<file path="config.mk">
export PLATFORM = sky130hd
export DESIGN_NAME = tas_pkt_avg
export DESIGN_NICKNAME = d
export VERILOG_FILES = /design/src/rtl/tas_pkg.sv /design/src/rtl/tas_addr_ctr.sv /design/src/rtl/tas_pkt_avg.sv
export SDC_FILE = /design/constraint.sdc
export NUM_CORES = 1
export LEC_CHECK = 0
export ABC_AREA = 1
export BUFFER_PORTS_ARGS = -buffer_cell sky130_fd_sc_hd__buf_2
export CAP_MARGIN = 20
export CORE_MARGIN = 4
export CORE_UTILIZATION = 48
export DETAILED_ROUTE_END_ITERATION = 7
export PLACE_DENSITY = 0.82
export SKIP_CTS_REPAIR_TIMING = 1
export SLEW_MARGIN = 30
export SYNTH_ARGS = -nofsm -noshare
export SYNTH_HDL_FRONTEND = slang
export SYNTH_SLANG_ARGS = --single-unit
</file>
<file path="constraint.sdc">
create_clock -name clk -period 1.4 [get_ports clk]
set_input_delay 0.14 -clock clk [delete_from_list [all_inputs] [get_ports clk]]
set_output_delay 0.14 -clock clk [all_outputs]
set_load 0.1 [all_outputs]
</file>
<file path="src/rtl/tas_pkg.sv">
// Shared types, header defaults and the averaging helper used by the
// packet averager and its testbench model.
package tas_pkg;

  typedef enum logic [1:0] {
    IDLE  = 2'd0,
    ACCUM = 2'd1,
    WRITE = 2'd2
  } tas_state_e;

  localparam logic [7:0] HDR_A_DEF = 8'hA5;
  localparam logic [7:0] HDR_B_DEF = 8'hC3;

  // The result never exceeds the sample range, so the caller keeps the low DATA_W bits.
  function automatic logic [31:0] avg_calc(input logic [31:0] sum, input logic round,
                                           input int unsigned log2);
    logic [31:0] s;
    s = sum;
    if (round) s = s + (32'd1 << (log2 - 1));
    return s >> log2;
  endfunction

endpackage

</file>
<file path="src/rtl/tas_addr_ctr.sv">
// Wrapping RAM address counter; counts down from all-ones or up from zero,
// advancing by one on each step pulse.
module tas_addr_ctr #(
  parameter int ADDR_W = 11,
  parameter int DOWN   = 1
) (
  input  logic              clk_i,
  input  logic              rst_i,
  input  logic              step_i,
  output logic [ADDR_W-1:0] addr_o
);

  localparam logic [ADDR_W-1:0] START = (DOWN != 0) ? {ADDR_W{1'b1}} : {ADDR_W{1'b0}};

  logic [ADDR_W-1:0] addr_q, addr_d;

  always_comb begin
    addr_d = addr_q;
    if (step_i) addr_d = (DOWN != 0) ? addr_q - 1'b1 : addr_q + 1'b1;
  end

  always_ff @(posedge clk_i or posedge rst_i) begin
    if (rst_i) addr_q <= START;
    else       addr_q <= addr_d;
  end

  assign addr_o = addr_q;

endmodule

</file>
<file path="src/rtl/tas_pkt_avg.sv">
// Packet averager: hunts for a header byte, sums the 2**SAMPLES_LOG2 bytes
// that follow and writes their average to the sample RAM.
module tas_pkt_avg
  import tas_pkg::*;
#(
  parameter int         DATA_W       = 8,
  parameter int         SAMPLES_LOG2 = 2,
  parameter int         ADDR_W       = 11,
  parameter logic [7:0] HDR_A        = HDR_A_DEF,
  parameter logic [7:0] HDR_B        = HDR_B_DEF,
  parameter int         ROUND        = 0,
  parameter int         ADDR_DOWN    = 1,
  parameter int         TIMEOUT      = 64
) (
  input  logic              clk,
  input  logic              reset,
  input  logic [DATA_W-1:0] in_data,
  input  logic              in_valid,
  output logic              in_ready,
  output logic              ram_wr_n,
  output logic [DATA_W-1:0] ram_data,
  output logic [ADDR_W-1:0] ram_addr,
  output logic              pkt_abort,
  output logic              busy
);

  localparam int SUM_W  = DATA_W + SAMPLES_LOG2 + 1;
  localparam int IDLE_W = (TIMEOUT > 0) ? $clog2(TIMEOUT + 1) : 1;

  localparam logic [DATA_W-1:0]       HA        = DATA_W'(HDR_A);
  localparam logic [DATA_W-1:0]       HB        = DATA_W'(HDR_B);
  localparam logic [SAMPLES_LOG2-1:0] CNT_LAST  = {SAMPLES_LOG2{1'b1}};
  localparam logic [IDLE_W-1:0]       IDLE_LAST = IDLE_W'((TIMEOUT > 0) ? TIMEOUT - 1 : 0);

  tas_state_e              state_q, state_d;
  logic [SUM_W-1:0]        sum_q, sum_d, sum_add;
  logic [SAMPLES_LOG2-1:0] cnt_q, cnt_d;
  logic [IDLE_W-1:0]       idle_q, idle_d;
  logic                    in_ready_q, in_ready_d;
  logic                    wr_n_q, wr_n_d;
  logic [DATA_W-1:0]       data_q, data_d;
  logic                    abort_q, abort_d;
  logic                    busy_q, busy_d;
  logic                    step;
  logic                    xfer;
  logic [31:0]             avg_full;
  logic                    unused_avg_hi;

  assign xfer     = in_valid && in_ready_q;
  assign sum_add  = sum_q + SUM_W'(in_data);
  assign avg_full = avg_calc(32'(sum_add), ROUND != 0, SAMPLES_LOG2);
  assign unused_avg_hi = ^avg_full[31:DATA_W];

  always_comb begin
    state_d = state_q;
    sum_d   = sum_q;
    cnt_d   = cnt_q;
    idle_d  = idle_q;
    wr_n_d  = 1'b1;
    data_d  = data_q;
    abort_d = 1'b0;
    step    = 1'b0;
    case (state_q)
      IDLE: begin
        if (xfer && (in_data == HA || in_data == HB)) begin
          state_d = ACCUM;
          sum_d   = '0;
          cnt_d   = '0;
          idle_d  = '0;
        end
      end
      ACCUM: begin
        if (xfer) begin
          sum_d  = sum_add;
          cnt_d  = cnt_q + 1'b1;
          idle_d = '0;
          // Last sample: the average of the running sum including this byte goes out next cycle.
          if (cnt_q == CNT_LAST) begin
            state_d = WRITE;
            wr_n_d  = 1'b0;
            data_d  = avg_full[DATA_W-1:0];
          end
        end else begin
          idle_d = idle_q + 1'b1;
          if (TIMEOUT != 0 && idle_q == IDLE_LAST) begin
            state_d = IDLE;
            abort_d = 1'b1;
            idle_d  = '0;
          end
        end
      end
      WRITE: begin
        state_d = IDLE;
        step    = 1'b1;
      end
      default: state_d = IDLE;
    endcase
    in_ready_d = (state_d != WRITE);
    busy_d     = (state_d != IDLE);
  end

  always_ff @(posedge clk or posedge reset) begin
    if (reset) begin
      state_q    <= IDLE;
      sum_q      <= '0;
      cnt_q      <= '0;
      idle_q     <= '0;
      in_ready_q <= 1'b1;
      wr_n_q     <= 1'b1;
      data_q     <= '0;
      abort_q    <= 1'b0;
      busy_q     <= 1'b0;
    end else begin
      state_q    <= state_d;
      sum_q      <= sum_d;
      cnt_q      <= cnt_d;
      idle_q     <= idle_d;
      in_ready_q <= in_ready_d;
      wr_n_q     <= wr_n_d;
      data_q     <= data_d;
      abort_q    <= abort_d;
      busy_q     <= busy_d;
    end
  end

  tas_addr_ctr #(
    .ADDR_W (ADDR_W),
    .DOWN   (ADDR_DOWN)
  ) u_addr (
    .clk_i  (clk),
    .rst_i  (reset),
    .step_i (step),
    .addr_o (ram_addr)
  );

  assign in_ready  = in_ready_q;
  assign ram_wr_n  = wr_n_q;
  assign ram_data  = data_q;
  assign pkt_abort = abort_q;
  assign busy      = busy_q;

endmodule

</file>
After elaboration in Yosys (flattened, before gate mapping)
Cells that the tools add are included.
{ "totals": {"ff_bits": 45, "input_bits": 11, "out_inout_bits": 23, "elab_cells": 54} }
{ "classes": {"n_addsub": 4, "n_eq_ne": 9, "n_mux": 22, "n_reduce_logical": 9} }
{ "op_table": {"columns": ["op", "count"], "rows": [
  ["2-to-1 mux 11 bit", 2],
  ["one-hot mux 11 bit (2 select lines)", 1],
  ["2-to-1 mux 7 bit", 3],
  ["== test 8 bit (second input constant)", 2],
  ["one-hot mux 7 bit (2 select lines)", 1],
  ["2-to-1 mux 2 bit", 6],
  ["adder 11 x 8 -> 11 bit", 1],
  ["subtractor 11 x 1 -> 11 bit (second input constant)", 1],
  ["one-hot mux 2 bit (2 select lines)", 2],
  ["adder 7 x 1 -> 7 bit (second input constant)", 1],
  ["== test 7 x 6 -> 1 bit (second input constant)", 1],
  ["2-to-1 mux 1 bit", 7],
  ["inequality test 2 bit (second input constant)", 3],
  ["AND reduction 3 bit", 2],
  ["== test 2 bit (second input constant)", 2],
  ["nonzero test 2 bit", 2],
  ["adder 2 x 1 -> 2 bit (second input constant)", 1],
  ["== test 2 x 1 -> 1 bit (second input constant)", 1],
  ["logical AND 1 bit", 2],
  ["logical NOT 2 bit", 1],
  ["AND reduction 2 bit", 1],
  ["logical OR 1 bit", 1]
]} }

Depth between registers and ports, before layout
Gate-level depths: netlist (run 1).
{ "logic_depth": {"ltp_word": 6, "depth_mapped": 10, "mapped_depth_nobuf": 10} }

Modules after synthesis
From an unflattened synthesis (run 1), not the netlist that was laid out.
{ "hier_totals": {"cells_unflattened": 332, "hier_area_um2": 2504.9} }
{ "by_module_without_submodules": {"columns": ["module", "n_inst", "cells_each", "area_each_um2", "seq_area_each_um2"], "rows": [
  ["tas_pkt_avg", 1, 259, 1913.1, 828.3],
  ["tas_addr_ctr", 1, 73, 591.8, 289.0]
]} }

Worst setup path before layout (run 1)
Ideal clock, no wire load.
{ "synth_timing": {"path_type": "register to register", "startpoint": "register in_ready_q (netlist: in_ready)", "endpoint": "register sum_q[1]", "setup_ns": 0.117, "arrival_ns": 1.761, "required_time_ns": 1.283, "slack_ns": -0.478, "path_stages_with_launch": 11, "path_buffers": 1, "synth_period_minus_slack_ns": 1.878, "path_cell_list": "dfstp_2 > nand2_2 > clkinv_2 > nand3_2 > nor2_4 > nand3_4 > nand2_2 > nand2_2 > buf_6 > nand2_1 > nand2_1"} }
{ "synth_via": {"elab_chain_len": 4, "elab_cells_between_ends": 5, "cone_classes": "eq/ne: 2; reduce/logical: 3"} }
{ "synth_rtl": {"columns": ["item", "line", "text"], "rows": [
  ["from (decl)", "tas_pkt_avg.sv:39", "logic in_ready_q, in_ready_d;"],
  ["from (signal assigned)", "tas_pkt_avg.sv:118", "in_ready_q <= in_ready_d;"],
  ["logical AND 1 bit (*)", "tas_pkt_avg.sv:49", "assign xfer = in_valid && in_ready_q;"],
  ["logical AND 1 bit", "tas_pkt_avg.sv:65", "if (xfer && (in_data == HA || in_data == HB)) begin"],
  ["inequality test 2 bit (no line)", null, null],
  ["AND reduction 3 bit (no line) (*)", null, null],
  ["to (signal assigned)", "tas_pkt_avg.sv:115", "sum_q <= sum_d;"],
  ["to (decl)", "tas_pkt_avg.sv:36", "logic [SUM_W-1:0] sum_q, sum_d, sum_add;"]
]} }
Mark *: on every way between the ends. The rest lies on a longest branch, timed or not.
A chain may end at the register's enable or synchronous reset.

Worst setup path in the final report (run 1)
{ "layout_timing": {"startpoint": "register sum_q[0]", "endpoint": "register sum_q[6]"} }
{ "layout_via": {"elab_chain_len": 3} }
{ "layout_rtl": {"columns": ["item", "line", "text"], "rows": [
  ["adder 11 x 8 -> 11 bit", "tas_pkt_avg.sv:50", "assign sum_add = sum_q + SUM_W'(in_data);"],
  ["2-to-1 mux 11 bit", "tas_pkt_avg.sv:73", "if (xfer) begin"],
  ["one-hot mux 11 bit (2 select lines)", "tas_pkt_avg.sv:63", "case (state_q)"]
]} }
No other way between the ends. The select of a mux whose other input is x is not followed.

==> results of run 1 <==
## power by group
group	switching [mW]	internal (mW)
Combinational	2.87	1.58
Clock	0.443	0.348
Sequential	0.389	1.71
## Yosys cell counts (3+ instances only)
cell type / instances / area share
inv_2: 3 / 0.0046
nand2_1: 103 / 0.16
o21ai_0: 5 / 0.010
nand3b_1: 4 / 0.012
ha_1: 11 / 0.057
xor2_1: 11 / 0.040
dfrtp_1: 31 / 0.32
inv_1: 25 / 0.039
nand3_1: 31 / 0.064
a21oi_1: 3 / 0.0062
dfstp_2: 13 / 0.14
or2_2: 3 / 0.0077
nor2_2: 3 / 0.0077
nand2_2: 4 / 0.010
nand4_1: 4 / 0.010
nor2_1: 26 / 0.040
## cell type report
| class | instances | area (um^2) | area share |
|---|---|---|---|
| clock buffer | 5 | 68.8 | 0.0184 |
| clock inverter | 3 | 18.8 | 0.00501 |
| inverter | 29 | 119 | 0.0317 |
| multi-input combinational | 224 | 1600 | 0.427 |
| sequential | 44 | 1150 | 0.307 |
| tap | 67 | 83.8 | 0.0224 |
| timing repair buffer | 75 | 706 | 0.188 |
## sequential cells by signal, summed over array words and instances (netlist names), 2 cells and up
| register | flops |
|---|---|
| u_addr.addr_o | 11 |
| sum_q | 10 |
| ram_data | 8 |
| idle_q | 7 |
| cnt_q | 2 |
| state_q | 2 |
## per-layer routing
metal / part of all wire / routed length [um] / global-route usage
met4: 0.036 / 253 / 0.0550
met5: 0 / 0 / 0
met2: 0.53 / 3790 / 0.332
met3: 0.044 / 311 / 0.0340
met1: 0.39 / 2730 / 0.222
## layout by cell type, fill, tap and decap left out, drive strengths merged
cell type	n
buf	73
dfstp	13
clkinv	4
nand3b	4
nand2	108
xnor2	2
inv	28
o21ai	7
clkbuf	6
nor3	3
a21oi	3
a21o	1
nand4	4
fa	1
nor2	30
o21a	1
a21boi	1
dlygate4sd3	1
or2	3
o31ai	1
xor2	11
ha	11
dfrtp	31
nand3	33
## kinds of logic after synthesis
group           after synthesis
xor+xnor                     13
simple gates                184
fa+ha+maj                    12
buf+inv                      33
flops                        44
compound gates               14
## worst paths after layout
kind,start,end,slack (ns),depth (start not counted)
min in group asynchronous,reset,idle_q[4],0.44,4
worst max-delay path,sum_q[0],sum_q[6],-0.20,9
worst min-delay path,in_data[0],sum_q[0],0.23,4
max in group asynchronous,reset,ram_wr_n,0.69,4
worst min register to register,ram_data[7],ram_data[7],0.48,2
worst max register to register,sum_q[0],sum_q[6],-0.20,9
## worst max-delay path, delay by kind of cell (launching register included)
kind | cells | cell delay [ns]
adder cells (fa/ha/maj) | 2 | 0.56
flip-flops | 1 | 0.39
AND/OR/NAND/NOR | 7 | 0.59
## metrics by stage
| step | hold WS (ns) | TNS, ns |
|---|---|---|
| final | 0.232 | -2.32 |
| after global routing | 0.251 | -4.48 |
| after CTS | -0.103 | -3.14 |
| after detailed placement | 0.220 | -2.73 |
| after global placement | 0.216 | -2.05 |
| after floorplan | 0.370 | -4.97 |
==> metrics.md, run 1 <==
| Metric | Value |
|---|---|
| Kind of critical path | reg -> reg |
| Vias in the first global route | 2124 |
| Highest net fanout along the worst path | 4 |
| Final Instance Area | 3740 um^2 |
| Avg WL per Cell | 15.9 um |
| Final core occ | 0.777 |
| I/O pins | 34 |
| Mapped Cells | 300 |
| Routed WL | 7090 um |
| Mapped Area | 2420 um^2 |
| Ys async rst share | 1.00 |
| Area of the core | 4820 um^2 |
| Post-synthesis simple-gate area fraction | 0.337 |
| Antenna violations before repair | 0 |
| Pre-Repair DR Iteration Count | 4 |
| Nets@finish | 402 |
| Clk_skew | 0.00849 ns |
| RSZ-0062 raised after global routing | yes |
| Worst Path Required | 1.64 ns |
| Crit path time final | 1.60 ns |
| Initial DRC count | 113 |
| Count of yosys warnings during synthesis | 0 |
| GRT Overall Usage | 0.184 |
| # fillers | 327 |
| Via count | 2337 |
| Top FF cell, synth | dfrtp_1 |
| Maximum clock frequency | 624 MHz |
| Slowest stage delay, CP | 0.39 ns |
| Vias per cell | 5.23 |
| DR DRC count | 0 |
| CTS tree | yes |
| CP max-delay cell | dfrtp_1 |
| Clock latency on the worst-skew pair | 0.30 ns |
| Sequential area share after synthesis | 0.461 |
| Max-slew violation count | 0 |
| Synthesis-to-layout area growth | 54.5% |
| Buffers on Ports | 33 |
| Tcrit/Tclk final | 1.14 |
| Depth of the CTS H-tree | 2 |
| Initial Utilization | 0.503 |
| Rel. slew slack | 0.673 |
| Status | complete, but fails checks |
| Synth cell types | 32 |
| Die ar. | 6250 um^2 |
| Compound-Gate Fraction of Synth Area | 0.0330 |
| Syn nets | 323 |
| Number of flops mapped to enable cells by yosys | 0 |
| GRT overflow | 0 |
| Diode count | 0 |
| Antenna Nets Post-Route | 0 |
| Leakage | 1.83 nW |
| Pwr per Cell Area | 1960 nW/um^2 |
| Clock sinks | 44 |
| CP arrival | 1.84 ns |
| Die H | 79.1 um |
| GP Congestion | 0.908 |
| Clock Path Buffers | 2 |
| CP dominant cell by count | nand2_1 |
| Multiplexer share of the synthesized area | 0 |
| Adder-cell share of the synthesized area | 0.0650 |
| First-pass GRT wire length | 9250 um |
| Failing checks | setup timing |
| Total power | 7.34 mW |
| Critical Path Start Type | flop |
| Largest net degree at the start of global routing | 45 |
| Hold WC Path Type | in -> reg |
| Worst slew pin tran | 0.494 ns |
| Root Buffer Master | clkbuf_8 |
| Dpl cell area | 3130 um^2 |
| Post-synthesis register bit count | 44 |
| Place WS | -0.240 ns |
| Cts bufs inserted | 5 |
| Layout cells sized above 1 | 0.492 |
| Largest family of logic cells by synthesized area | simple AND/OR/NAND/NOR gates |
| Clk slew on worst S/H paths | 0.08 ns |
| Final setup viols | 31 |
| VDD IR max | 1510 uV |
| Final Hold Viols | 0 |
| Endpoint class of the critical path | flop |
| Synthesized area per cell | 8.08 um^2 |
| Max Cap Violations | 0 |
| Die W | 79.1 um |
| Worst Setup Slack, final | -0.202 ns |
| Post-DP HPWL | 4130 um |
| Worst path cell trace | ha_2, fa_2, nand2_2, nand2_4, nand4_1, nand2_1, nand2_1, nand3_1, nand2_1 |
| XOR/XNOR Fraction of Synth Area | 0.0470 |
| Number of placed cells counting well taps | 423 |
| Post-Layout Cell Count | 447 |
| Row count | 25 |
No activity file was read; power rests on OpenSTA's default activity.
==> run 2, diff against run 1 <==
--- a/config.mk
+++ b/config.mk
@@ -12,8 +12,9 @@
 export CORE_UTILIZATION = 48
 export DETAILED_ROUTE_END_ITERATION = 7
 export PLACE_DENSITY = 0.82
+export SETUP_SLACK_MARGIN = 0.3
 export SKIP_CTS_REPAIR_TIMING = 1
-export SLEW_MARGIN = 30
+export SKIP_LAST_GASP = 1
 export SYNTH_ARGS = -nofsm -noshare
 export SYNTH_HDL_FRONTEND = slang
 export SYNTH_SLANG_ARGS = --single-unit
==> run 2 against run 1 <==
Against the previous run:
- the run still ends with setup timing left
- via count is 3.2% higher
- non-clock buffer count is 4 higher
- routed wire length is 1.6% higher
- count of clock-buffer cells in the layout is 2 higher
- first-iteration DRC count is 6.2% lower
- sequential share of layout area is 0.61 points lower
- largest cell class unchanged
==> metrics.md, run 2 (same netlist as run 1, synthesis figures left out) <==
| Metric | Value |
|---|---|
| Layout cells sized above 1 | 0.469 (-0.0234) |
| Die ar. | 6250 um^2 (unchanged) |
| Delay-heaviest family, CP | simple AND/OR/NAND/NOR gates |
| Final Instance Area | 3850 um^2 (+2.7%) |
| Crit path time final | 1.63 ns (+0.0277 ns) |
| Switching power | 3.72 mW (+0.51%) |
| Post-route setup TNS | -3.39 ns (-1.06 ns) |
| CTS tree | yes |
| GRT overflow | 0 (unchanged) |
| Post-DP HPWL | 4300 um (+4.2%) |
| Clock sinks | 44 (unchanged) |
| Worst Setup Slack, final | -0.229 ns (-0.0277 ns) |
| VDD IR max | 1450 uV (-3.7%) |
| Synthesis-to-layout area growth | 58.7% |
| CP max-delay cell | dfrtp_1 |
| Avg WL per Cell | 16.0 um (+0.65%) |
| Max Cap Violations | 0 (unchanged) |
| First-pass GRT wire length | 9540 um (+3.1%) |
| Clock Path Buffers | 2 (unchanged) |
| Worst hold stages | 4 (unchanged) |
| Vias in the first global route | 2220 (+4.5%) |
| Commonest cells after routing, fill and taps aside | nand2_1 (86), dfrtp_1 (31), buf_4 (27) |
| Worst Path Required | 1.58 ns (-0.06 ns) |
| Most common cell after layout, fill and taps aside | nand2_1 |
| Clk slew on worst S/H paths | 0.08 ns (about the same) |
| # fillers | 308 (-5.8%) |
| Final setup viols | 34 (+9.7%) |
| Multi-input combinational cell area | 1540 um^2 (-3.7%) |
| Final Hold Viols | 0 (unchanged) |
| Leakage | 1.88 nW (+2.9%) |
| WP buf/inv | 0 (unchanged) |
| Register Area | 1160 um^2 (+0.65%) |
| GRT Overall Usage | 0.194 (+0.00963) |
| Max reg flops | 11 (unchanged) |
| Initial DRC count | 106 (-6.2%) |
| Buffers on Ports | 33 (unchanged) |
| Root Buffer Master | clkbuf_8 |
| Hold WC Path Type | in -> reg |
| Pwr per Cell Area | 1960 nW/um^2 (-0.26%) |
| CP arrival | 1.81 ns (-0.03 ns) |
| Cts bufs inserted | 5 (unchanged) |
| Diode count | 0 (unchanged) |
| Kind of critical path | reg -> reg |
| Dpl cell area | 3200 um^2 (+2.2%) |
| Pre-Repair DR Iteration Count | 5 (+1) |
| Clk_skew | 0.00503 ns (-0.00345 ns) |
| Largest net degree at the start of global routing | 26 (-42%) |
| Tcrit/Tclk final | 1.16 (+0.0198) |
| Vias per cell | 5.35 (+2.3%) |
| Antenna Nets Post-Route | 0 (unchanged) |
| Worst path cell trace | ha_1, nand2_1, nor2_1, nand3_1, nand3_1, nand2_1, nand3_1, nand2_1 |
| Crit path depth | 8 (-1) |
| Rel. slew slack | 0.681 (+0.00836) |
| Cell Int Power | 3.80 mW (+4.4%) |
| Status | complete, but fails checks |
| Sequential share of power | 0.279 (-0.007) |
| Routed WL | 7200 um (+1.6%) |
| Endpoint class of the critical path | flop |
| Failing checks | setup timing |
| Highest net fanout along the worst path | 3 (-1) |
| Max-slew violation count | 0 (unchanged) |
| Area of the core | 4820 um^2 (unchanged) |
| R2r worst-path depth | 8 (-1) |
| Clock power share | 0.104 (-0.004) |
| Via count | 2411 (+3.2%) |
| GP Congestion | 0.912 (+0.41%) |
| Nets@finish | 406 (+1.0%) |
| Clock latency on the worst-skew pair | 0.29 ns (about the same) |
| I/O pins | 34 (unchanged) |
| Antenna violations before repair | 0 (unchanged) |
| Initial Utilization | 0.503 (unchanged) |
| Die W | 79.1 um (unchanged) |
| Final hold slack | 0.239 ns (+0.00643 ns) |
| Depth of the CTS H-tree | 2 (unchanged) |
| Switching Fraction | 0.495 (-0.00949) |
| RSZ-0062 raised after global routing | yes |
| Die H | 79.1 um (unchanged) |
| Row count | 25 (unchanged) |
| Critical Path Start Type | flop |
| Maximum clock frequency | 614 MHz (-1.7%) |
| Worst slew pin tran | 0.477 ns (-0.0169 ns) |
| Logic pwr share | 0.618 (+0.012) |
| DR DRC count | 0 (unchanged) |
| Slowest stage delay, CP | 0.40 ns (about the same) |
-- run 2: changes by cell type in the layout (fill, tap and decap cells not counted), moves of 6 or more --
cell     change
nand2_1      +6
nand2_2     -10
buf_6       +22
buf_2       -10
buf_4        -8
-- run 2: path summary, 6_finish.rpt --
kind,end,slack [ns],start
max in group asynchronous,ram_wr_n,0.43,reset
worst max register to register,sum_q[9],-0.23,sum_q[3]
min in group asynchronous,idle_q[4],0.42,reset
worst max-delay path,sum_q[9],-0.23,sum_q[3]
worst min-delay path,sum_q[0],0.24,in_data[0]
worst min register to register,sum_q[0],0.51,sum_q[0]
-- run 2: layer usage --
layer / global-route usage / vias up / wire [um]
met2: 0.361 / 100 / 3910
met5: 0 / - / 0
li1: - / 1120 / -
met4: 0.0584 / 0 / 201
met3: 0.0408 / 26 / 365
met1: 0.220 / 1165 / 2730
-- run 2: final cells by class --
class | instances | area share
multi-input combinational | 224 | 0.400
inverter | 29 | 0.0332
timing repair buffer | 79 | 0.223
clock inverter | 1 | 0.00130
tap | 67 | 0.0218
sequential | 44 | 0.301
clock buffer | 7 | 0.0198
-- run 2: stage by stage --
stage	setup slack, ns	power [mW]	util	instances
floorplan	-0.300	4.64	-	300
global placement	-0.190	5.60	0.663	427
detailed placement	-0.289	5.73	0.663	427
CTS	-0.310	6.54	0.680	435
global route	-0.335	7.93	0.798	451
finish	-0.229	7.52	0.798	451
-- run 2: worst register-to-register path: stages (launching register included) --
cell and delay, ns:
dfrtp_1 0.40, ha_1 0.32, nand2_1 0.12, nor2_1 0.15, nand3_1 0.13, nand3_1 0.11, nand2_1 0.09, nand3_1 0.12
nand2_1 0.08
-- run 2: power by group through the flow --
stage | clock network (mW) | logic [mW] | registers (mW)
after detailed placement | 0 | 3.69 | 2.04
after global routing | 0.843 | 4.94 | 2.14
after global placement | 0 | 3.57 | 2.02
after floorplan | 0 | 1.40 | 3.24
final | 0.780 | 4.65 | 2.10
after CTS | 0.792 | 3.72 | 2.02
